--- config.mk ---
export PLATFORM = sky130hd
export DESIGN_NAME = mem_access_stage
export DESIGN_NICKNAME = d
export VERILOG_FILES = /design/src/rtl/mem_access_stage.sv
export SDC_FILE = /design/constraint.sdc
export NUM_CORES = 1
export LEC_CHECK = 0
export BUFFER_PORTS_ARGS = -buffer_cell sky130_fd_sc_hd__buf_4
export CAP_MARGIN = 20
export CORE_UTILIZATION = 46
export DETAILED_ROUTE_END_ITERATION = 10
export GPL_ROUTABILITY_DRIVEN = 0
export HOLD_SLACK_MARGIN = 0.08
export PLACE_DENSITY = 0.77
export SYNTH_ARGS = -nofsm -noshare
export SYNTH_HDL_FRONTEND = slang
export SYNTH_SLANG_ARGS = --single-unit
export TNS_END_PERCENT = 1
--- constraint.sdc ---
create_clock -name clk -period 1.9 [get_ports clk]
set_clock_uncertainty 0.15 [all_clocks]
set_input_delay 0.475 -clock clk [delete_from_list [all_inputs] [get_ports clk]]
set_output_delay 0.475 -clock clk [all_outputs]
set_load 0.02 [all_outputs]
--- src/rtl/mem_access_stage.sv ---
// Memory-access stage: aligns load/store traffic onto a 32-bit word-wide data
// memory port and returns one registered write-back result per instruction.
//
// state  | meaning
// IDLE   | ready for a new instruction; non-memory ops and faults retire here
// REQ    | memory request presented, waiting for dmem_req_ready_i
// RESP   | load request accepted, waiting for dmem_rsp_valid_i
module mem_access_stage (
    input  logic        clk,
    input  logic        rst_n,
    input  logic        ex_valid_i,
    output logic        ex_ready_o,
    input  logic [31:0] ex_alu_result_i,
    input  logic [31:0] ex_store_data_i,
    input  logic [2:0]  ex_funct3_i,
    input  logic        ex_is_load_i,
    input  logic        ex_is_store_i,
    input  logic [4:0]  ex_rd_i,
    input  logic        ex_reg_write_i,
    output logic        dmem_req_valid_o,
    input  logic        dmem_req_ready_i,
    output logic [31:0] dmem_addr_o,
    output logic        dmem_we_o,
    output logic [3:0]  dmem_wstrb_o,
    output logic [31:0] dmem_wdata_o,
    input  logic        dmem_rsp_valid_i,
    input  logic [31:0] dmem_rsp_rdata_i,
    output logic        wb_valid_o,
    output logic [31:0] wb_result_o,
    output logic [4:0]  wb_rd_o,
    output logic        wb_reg_write_o,
    output logic        wb_fault_o
);

    typedef enum logic [1:0] {
        S_IDLE = 2'd0,
        S_REQ  = 2'd1,
        S_RESP = 2'd2
    } state_e;

    state_e      state_q, state_d;
    logic [31:0] addr_q, addr_d;
    logic        we_q, we_d;
    logic [3:0]  wstrb_q, wstrb_d;
    logic [31:0] wdata_q, wdata_d;
    logic [2:0]  funct3_q, funct3_d;
    logic [4:0]  rd_q, rd_d;
    logic        rw_q, rw_d;

    logic        wb_valid_q, wb_valid_d;
    logic [31:0] wb_result_q, wb_result_d;
    logic [4:0]  wb_rd_q, wb_rd_d;
    logic        wb_rw_q, wb_rw_d;
    logic        wb_fault_q, wb_fault_d;

    logic        acc_fault;
    logic [31:0] st_wdata;
    logic [3:0]  st_wstrb;
    logic [7:0]  ld_byte;
    logic [15:0] ld_half;
    logic [31:0] ld_value;

    // Legality of the incoming load/store: type conflict, funct3, alignment.
    always_comb begin
        acc_fault = 1'b0;
        if (ex_is_load_i && ex_is_store_i) begin
            acc_fault = 1'b1;
        end else if (ex_is_load_i) begin
            case (ex_funct3_i)
                3'b000, 3'b100: acc_fault = 1'b0;
                3'b001, 3'b101: acc_fault = ex_alu_result_i[0];
                3'b010:         acc_fault = |ex_alu_result_i[1:0];
                default:        acc_fault = 1'b1;
            endcase
        end else if (ex_is_store_i) begin
            case (ex_funct3_i)
                3'b000:  acc_fault = 1'b0;
                3'b001:  acc_fault = ex_alu_result_i[0];
                3'b010:  acc_fault = |ex_alu_result_i[1:0];
                default: acc_fault = 1'b1;
            endcase
        end
    end

    // Store data is replicated across lanes; the strobe selects the target bytes.
    always_comb begin
        st_wdata = ex_store_data_i;
        st_wstrb = 4'b1111;
        case (ex_funct3_i[1:0])
            2'b00: begin
                st_wdata = {4{ex_store_data_i[7:0]}};
                st_wstrb = 4'b0001 << ex_alu_result_i[1:0];
            end
            2'b01: begin
                st_wdata = {2{ex_store_data_i[15:0]}};
                st_wstrb = 4'b0011 << ex_alu_result_i[1:0];
            end
            default: begin
                st_wdata = ex_store_data_i;
                st_wstrb = 4'b1111;
            end
        endcase
    end

    // Pick the addressed byte/halfword out of the returned word and extend it.
    always_comb begin
        ld_half = addr_q[1] ? dmem_rsp_rdata_i[31:16] : dmem_rsp_rdata_i[15:0];
        case (addr_q[1:0])
            2'b00:   ld_byte = dmem_rsp_rdata_i[7:0];
            2'b01:   ld_byte = dmem_rsp_rdata_i[15:8];
            2'b10:   ld_byte = dmem_rsp_rdata_i[23:16];
            default: ld_byte = dmem_rsp_rdata_i[31:24];
        endcase
        case (funct3_q)
            3'b000:  ld_value = {{24{ld_byte[7]}}, ld_byte};
            3'b100:  ld_value = {24'd0, ld_byte};
            3'b001:  ld_value = {{16{ld_half[15]}}, ld_half};
            3'b101:  ld_value = {16'd0, ld_half};
            default: ld_value = dmem_rsp_rdata_i;
        endcase
    end

    // Next-state and write-back logic; wb fields other than valid hold by default.
    always_comb begin
        state_d     = state_q;
        addr_d      = addr_q;
        we_d        = we_q;
        wstrb_d     = wstrb_q;
        wdata_d     = wdata_q;
        funct3_d    = funct3_q;
        rd_d        = rd_q;
        rw_d        = rw_q;
        wb_valid_d  = 1'b0;
        wb_result_d = wb_result_q;
        wb_rd_d     = wb_rd_q;
        wb_rw_d     = wb_rw_q;
        wb_fault_d  = wb_fault_q;

        case (state_q)
            S_IDLE: begin
                if (ex_valid_i) begin
                    if (acc_fault) begin
                        wb_valid_d  = 1'b1;
                        wb_result_d = ex_alu_result_i;
                        wb_rd_d     = ex_rd_i;
                        wb_rw_d     = 1'b0;
                        wb_fault_d  = 1'b1;
                    end else if (ex_is_load_i || ex_is_store_i) begin
                        addr_d   = ex_alu_result_i;
                        we_d     = ex_is_store_i;
                        wstrb_d  = ex_is_store_i ? st_wstrb : 4'b0000;
                        wdata_d  = ex_is_store_i ? st_wdata : 32'd0;
                        funct3_d = ex_funct3_i;
                        rd_d     = ex_rd_i;
                        rw_d     = ex_reg_write_i;
                        state_d  = S_REQ;
                    end else begin
                        wb_valid_d  = 1'b1;
                        wb_result_d = ex_alu_result_i;
                        wb_rd_d     = ex_rd_i;
                        wb_rw_d     = ex_reg_write_i;
                        wb_fault_d  = 1'b0;
                    end
                end
            end
            S_REQ: begin
                if (dmem_req_ready_i) begin
                    if (we_q) begin
                        wb_valid_d  = 1'b1;
                        wb_result_d = 32'd0;
                        wb_rd_d     = rd_q;
                        wb_rw_d     = 1'b0;
                        wb_fault_d  = 1'b0;
                        state_d     = S_IDLE;
                    end else begin
                        state_d = S_RESP;
                    end
                end
            end
            S_RESP: begin
                if (dmem_rsp_valid_i) begin
                    wb_valid_d  = 1'b1;
                    wb_result_d = ld_value;
                    wb_rd_d     = rd_q;
                    wb_rw_d     = rw_q;
                    wb_fault_d  = 1'b0;
                    state_d     = S_IDLE;
                end
            end
            default: state_d = S_IDLE;
        endcase
    end

    // State and output registers; reset aborts any outstanding transaction.
    always_ff @(posedge clk or negedge rst_n) begin
        if (!rst_n) begin
            state_q     <= S_IDLE;
            addr_q      <= 32'd0;
            we_q        <= 1'b0;
            wstrb_q     <= 4'd0;
            wdata_q     <= 32'd0;
            funct3_q    <= 3'd0;
            rd_q        <= 5'd0;
            rw_q        <= 1'b0;
            wb_valid_q  <= 1'b0;
            wb_result_q <= 32'd0;
            wb_rd_q     <= 5'd0;
            wb_rw_q     <= 1'b0;
            wb_fault_q  <= 1'b0;
        end else begin
            state_q     <= state_d;
            addr_q      <= addr_d;
            we_q        <= we_d;
            wstrb_q     <= wstrb_d;
            wdata_q     <= wdata_d;
            funct3_q    <= funct3_d;
            rd_q        <= rd_d;
            rw_q        <= rw_d;
            wb_valid_q  <= wb_valid_d;
            wb_result_q <= wb_result_d;
            wb_rd_q     <= wb_rd_d;
            wb_rw_q     <= wb_rw_d;
            wb_fault_q  <= wb_fault_d;
        end
    end

    assign ex_ready_o       = (state_q == S_IDLE);
    assign dmem_req_valid_o = (state_q == S_REQ);
    assign dmem_addr_o      = {addr_q[31:2], 2'b00};
    assign dmem_we_o        = we_q;
    assign dmem_wstrb_o     = wstrb_q;
    assign dmem_wdata_o     = wdata_q;
    assign wb_valid_o       = wb_valid_q;
    assign wb_result_o      = wb_result_q;
    assign wb_rd_o          = wb_rd_q;
    assign wb_reg_write_o   = wb_rw_q;
    assign wb_fault_o       = wb_fault_q;

endmodule

# Yosys cells after proc, flatten, opt, wreduce, memory -nomap -nowiden
# Index checks and enable logic that the tools add are counted.
[word_totals]
input_bits = 112
register_bits = 120
out_inout_bits = 111
[classes]
shifts = 2
reduce_logical = 14
bitwise_logic = 1
muxes = 52
n_eq_ne = 19
[ops]
columns = ["operator", "count"]
rows = [
  ["2-to-1 mux 32 bit", 7],
  ["one-hot mux 32 bit (4 select lines)", 1],
  ["one-hot mux 32 bit (3 select lines)", 1],
  ["one-hot mux 32 bit (2 select lines)", 1],
  ["2-to-1 mux 5 bit", 6],
  ["one-hot mux 8 bit (3 select lines)", 1],
  ["2-to-1 mux 1 bit", 19],
  ["2-to-1 mux 16 bit", 1],
  ["one-hot mux 1 bit (3 select lines)", 5],
  ["one-hot mux 5 bit (3 select lines)", 1],
  ["equality test 3 bit, second input constant", 4],
  ["2-to-1 mux 2 bit", 6],
  ["one-hot mux 4 bit (2 select lines)", 1],
  ["equality test 2 x 1 -> 1 bit, second input constant", 3],
  ["equality test 3 x 1 -> 1 bit, second input constant", 2],
  ["logical NOT 2 bit", 3],
  ["logical NOT 3 bit", 2],
  ["inequality test 2 x 1 -> 1 bit, second input constant", 3],
  ["inequality test 2 bit, second input constant", 3],
  ["one-hot mux 2 bit (3 select lines)", 1],
  ["AND reduction 6 bit", 1],
  ["OR reduction 2 bit", 3],
  ["AND reduction 5 bit", 1],
  ["equality test 2 bit, second input constant", 2],
  ["10 further kinds", 10],
]

# Depth between registers and ports, before layout
[logic_depth]
word_depth = 8
ltp_mapped = 9

# Worst setup path before layout
# Ideal clock, no wire load.
[synth_timing]
path_kind = "register to register"
start = "register state_q[0]"
end = "register wb_result_q[21] (netlist: wb_result_o[21])"
path_stages_with_launch = 9
period_less_slack_ns = 2.107
setup_slack_ns = -0.207
n_path_buf = 1
setup_ns = 0.064
t_arrival_ns = 1.893
cell_sequence = "dfrtp_1 inv_1 ha_1 nand2_1 a2111oi_2 o311a_4 buf_6 a221o_1 mux2_4"
[synth_via]
elab_chain_len = 3
[synth_lines]
columns = ["element", "line_no", "text"]
rows = [
  ["start: declaration", "41", "state_e state_q, state_d;"],
  ["start signal: assignment", "211", "state_q <= state_d;"],
  ["equality test 2 bit (tied with other cells)", "139", "case (state_q)"],
  ["inequality test 2 bit (no line) (tied with other cells)", "--", ""],
  ["AND reduction 6 bit (no line)", "--", ""],
  ["end signal: assignment", "220", "wb_result_q <= wb_result_d;"],
  ["end: declaration", "51", "logic [31:0] wb_result_q, wb_result_d;"],
]
# Several ways; a longest one is shown, not always the timed one.
# A chain may end at the register's enable or synchronous reset.

# Worst setup path after layout
[layout_timing]
start = "register state_q[1]"
end = "register wb_result_q[20] (netlist: wb_result_o[20])"
# Same word-level chain as after synthesis.

==> impl_metrics.yaml <==
final_layout:
  ff_latch_area_sq_mm: 0.00300
  instances_no_fill: 1115
  stdcell_area_sq_mm: 0.00940
  layout-drive-gt1-share_pct: 42.7
  area_delta_synth_final_pct: 45.4
  n_fill_cell: 1096
  diodes: 0
  layout.nets: 1043
  multi_input_area_sq_mm: 0.00309
timing:
  min_period_over_period_pct: 110
  timing.hold.ws_ps: 111
  setup_violations: 36
  setup_ws_ps: -182
  finalCriticalPeriod_ps: 2080
  hold_viol: 0
  rsz0062_at_grt: "yes"
  setup_tns_ps: -4700
  fmax_mhz: 480
  drv_slew: 0
clock_tree:
  cts_htree_levels: 4
  clock-sinks: 120
  clock_path_buffers: 2
  post_cts_buffers: 0
  root_buffer: "clkbuf_16"
  cts_made_buffers: 17
  clk_pin_slew_ps: 50
  clkLatencyLatePin_ps: 410
  cts_tree: "yes"
power:
  swShare_pct: 38.1
  power_density_mw_per_mm2: 1690
  seqPwrFrac_pct: 28.5
  p_sw_mw: 6.07
  p_int_mw: 9.84
  p_clk_share_pct: 20.9
  power.leakage_nw: 4.90
  ir_drop_uv: 807
  pwr-share-comb_pct: 50.5
floorplanning:
  die_w_um: 121
  rows: 42
  ioPinCount: 223
  initial_utilization_pct: 48.0
  chipHeight_um: 121
  die-area_sq_mm: 0.0145
  core_area_sq_mm: 0.0135
yosys:
  synth_area_sq_mm: 0.00646
  ys_seq_elements: 120
  avgSynthCellArea_sq_um: 9.42
  syn_inst: 686
  ys_warn_count: 0
  yosysSeqAreaShare_pct: 46.5
  synthArstFlopShare_pct: 100
  ys_types: 49
  synth_edf_count: 0
  ys_dominant_reg_cell: "dfrtp_1"
detailed_routing:
  drtAntennaViolNets: 0
  drt_pass1_iterations: 5
  vias_per_cell: 5.45
  drc_errors: 0
  drt_iter0_drc: 525
  wirelength_um: 19900
  wl_per_cell_um: 17.8
  vias: 6077
worst_setup_path:
  worstPathArrival_ps: 2230
  worstPathRequired_ps: 2050
  reg2reg_depth: 7
  path_class: "reg2reg"
  start_kind: "flop"
  worstPathMaxFanout: 20
  end_kind: "flop"
global_route:
  grt_pass1_vias: 6046
  antenna_found_initial: 0
  grt_use_total_pct: 28.2
  grt_pass1_wl_um: 31200
  overflow: 0
  grt_max_degree: 85
job:
  drv_cap: 0
outcome:
  status: "finished with violations"
  failed_checks: "setup timing"
placement:
  dp_cells: 1081
  io_buffers: 220
  place_area_sq_mm: 0.00864
  dp_hpwl_um: 14500
  dp_slack_ps: -277
hold_path:
  hp-class: "in2reg"
  hold-path-cell-count: 3
[cell usage after synthesis (2+ instances only)]
cell / count / area [sq um]
o31ai_1: 3 / 22.5
nor2b_1: 5 / 31.3
inv_1: 23 / 86.3
buf_1: 2 / 7.51
o221ai_1: 2 / 17.5
and2_1: 2 / 12.5
ha_1: 5 / 62.6
o21ai_0: 33 / 165
buf_4: 36 / 270
a2bb2oi_1: 6 / 52.6
nor3_1: 2 / 10.0
a221o_1: 19 / 190
buf_2: 9 / 45.0
nand2b_1: 5 / 31.3
clkbuf_1: 29 / 109
o22ai_1: 13 / 81.3
nand3_1: 34 / 170
dfrtp_1: 120 / 3000
nand2_1: 198 / 743
o21ai_1: 2 / 10.0
a21oi_1: 13 / 65.1
buf_6: 3 / 33.8
nor2_1: 10 / 37.5
mux2_2: 35 / 394
a21oi_2: 2 / 17.5
a22oi_1: 6 / 45.0
mux2_4: 11 / 165
a221oi_1: 6 / 52.6
mux2i_1: 30 / 300
a211o_1: 2 / 17.5
nor3b_1: 2 / 15.0
[final timing paths]
check	start	to	slack, ps
worst max register to register	state_q[1]	wb_result_o[20]	-180
max in group asynchronous	rst_n	dmem_wdata_o[11]	720
worst max-delay path	state_q[1]	wb_result_o[20]	-180
worst min-delay path	ex_alu_result_i[9]	addr_q[9]	110
min in group asynchronous	rst_n	addr_q[19]	480
worst min register to register	dmem_wdata_o[10]	dmem_wdata_o[10]	310
[cell type report]
cell class	instances	area share, %
Clock buffer	25	5.27
Tap cell	176	2.34
Sequential cell	120	32.0
Timing Repair Buffer	298	25.4
Inverter	23	0.919
Clock inverter	7	1.23
Multi-Input combinational cell	466	32.9
[stage by stage]
step | power, mW | utilization [%]
after CTS | 15.8 | 69.4
after global placement | 12.0 | 64.2
after floorplan | 9.37 | -
final | 15.9 | 69.8
after detailed placement | 12.2 | 64.2
after global routing | 16.8 | 69.8
[worst max-delay path, cell delays in order, from the launching register on]
cell and delay (ps):
dfrtp_1 380, inv_2 50, buf_4 130, ha_2 170, a211o_1 310, a21oi_4 200
buf_12 210, mux2_2 350
[per-layer routing]
layer,track usage (%),vias up,wire (um)
met5,0,-,0
met3,8.63,40,1870
li1,-,2810,-
met1,33.4,2921,7670
met2,48.7,306,9870
met4,9.49,0,461
[power by group through the flow]
stage | sequential, mW | combinational, mW | clock [mW]
5_1_grt | 4.66 | 8.59 | 3.50
3_3_place_gp | 4.50 | 7.54 | 0
2_1_floorplan | 5.29 | 4.08 | 0
4_1_cts | 4.52 | 7.88 | 3.38
6_report | 4.54 | 8.04 | 3.33
3_5_place_dp | 4.52 | 7.70 | 0
[timing repair]
| action | 4_1_cts | 5_1_grt |
|---|---|---|
| gates cloned | 1 | 0 |
| resized for setup | 16 | 17 |
| setup endpoints to repair | 39 | 104 |
| endpoints found under the hold margin | 120 | 0 |
| pin swaps | 2 | 2 |
| hold buffers | 1 | 0 |
[placed cells by master (no fill, tap or decap), drive strengths merged, types with 13 or more instances in the layout]
cell type  netlist  final
buf             50    297
nand2          198    198
dfrtp          120    120
mux2            47     47
o21ai           36     36
nand3           34     34
mux2i           30     30
clkbuf          29     25
inv             23     23
a221o           19     19
a21oi           15     15
o22ai           13     13
[flip-flops by register name (all words and copies together) (netlist names)]
register,cells
addr_q,32
dmem_wdata_o,32
dmem_we_o,1
dmem_wstrb_o,4
funct3_q,3
rd_q,5
rw_q,1
state_q,2
wb_fault_o,1
wb_rd_o,5
wb_reg_write_o,1
wb_result_o,32
wb_valid_o,1
[kinds of logic after synthesis]
logic type / count (synthesis) / synth area share, %
compound gates: 118 / 13.2
simple gates: 262 / 16.9
buf+inv: 102 / 8.54
fa+ha+maj: 5 / 0.968
other cells: 1 / 0.0580
mux: 78 / 13.8
flops: 120 / 46.5
Power figures use the tool's default switching activity.
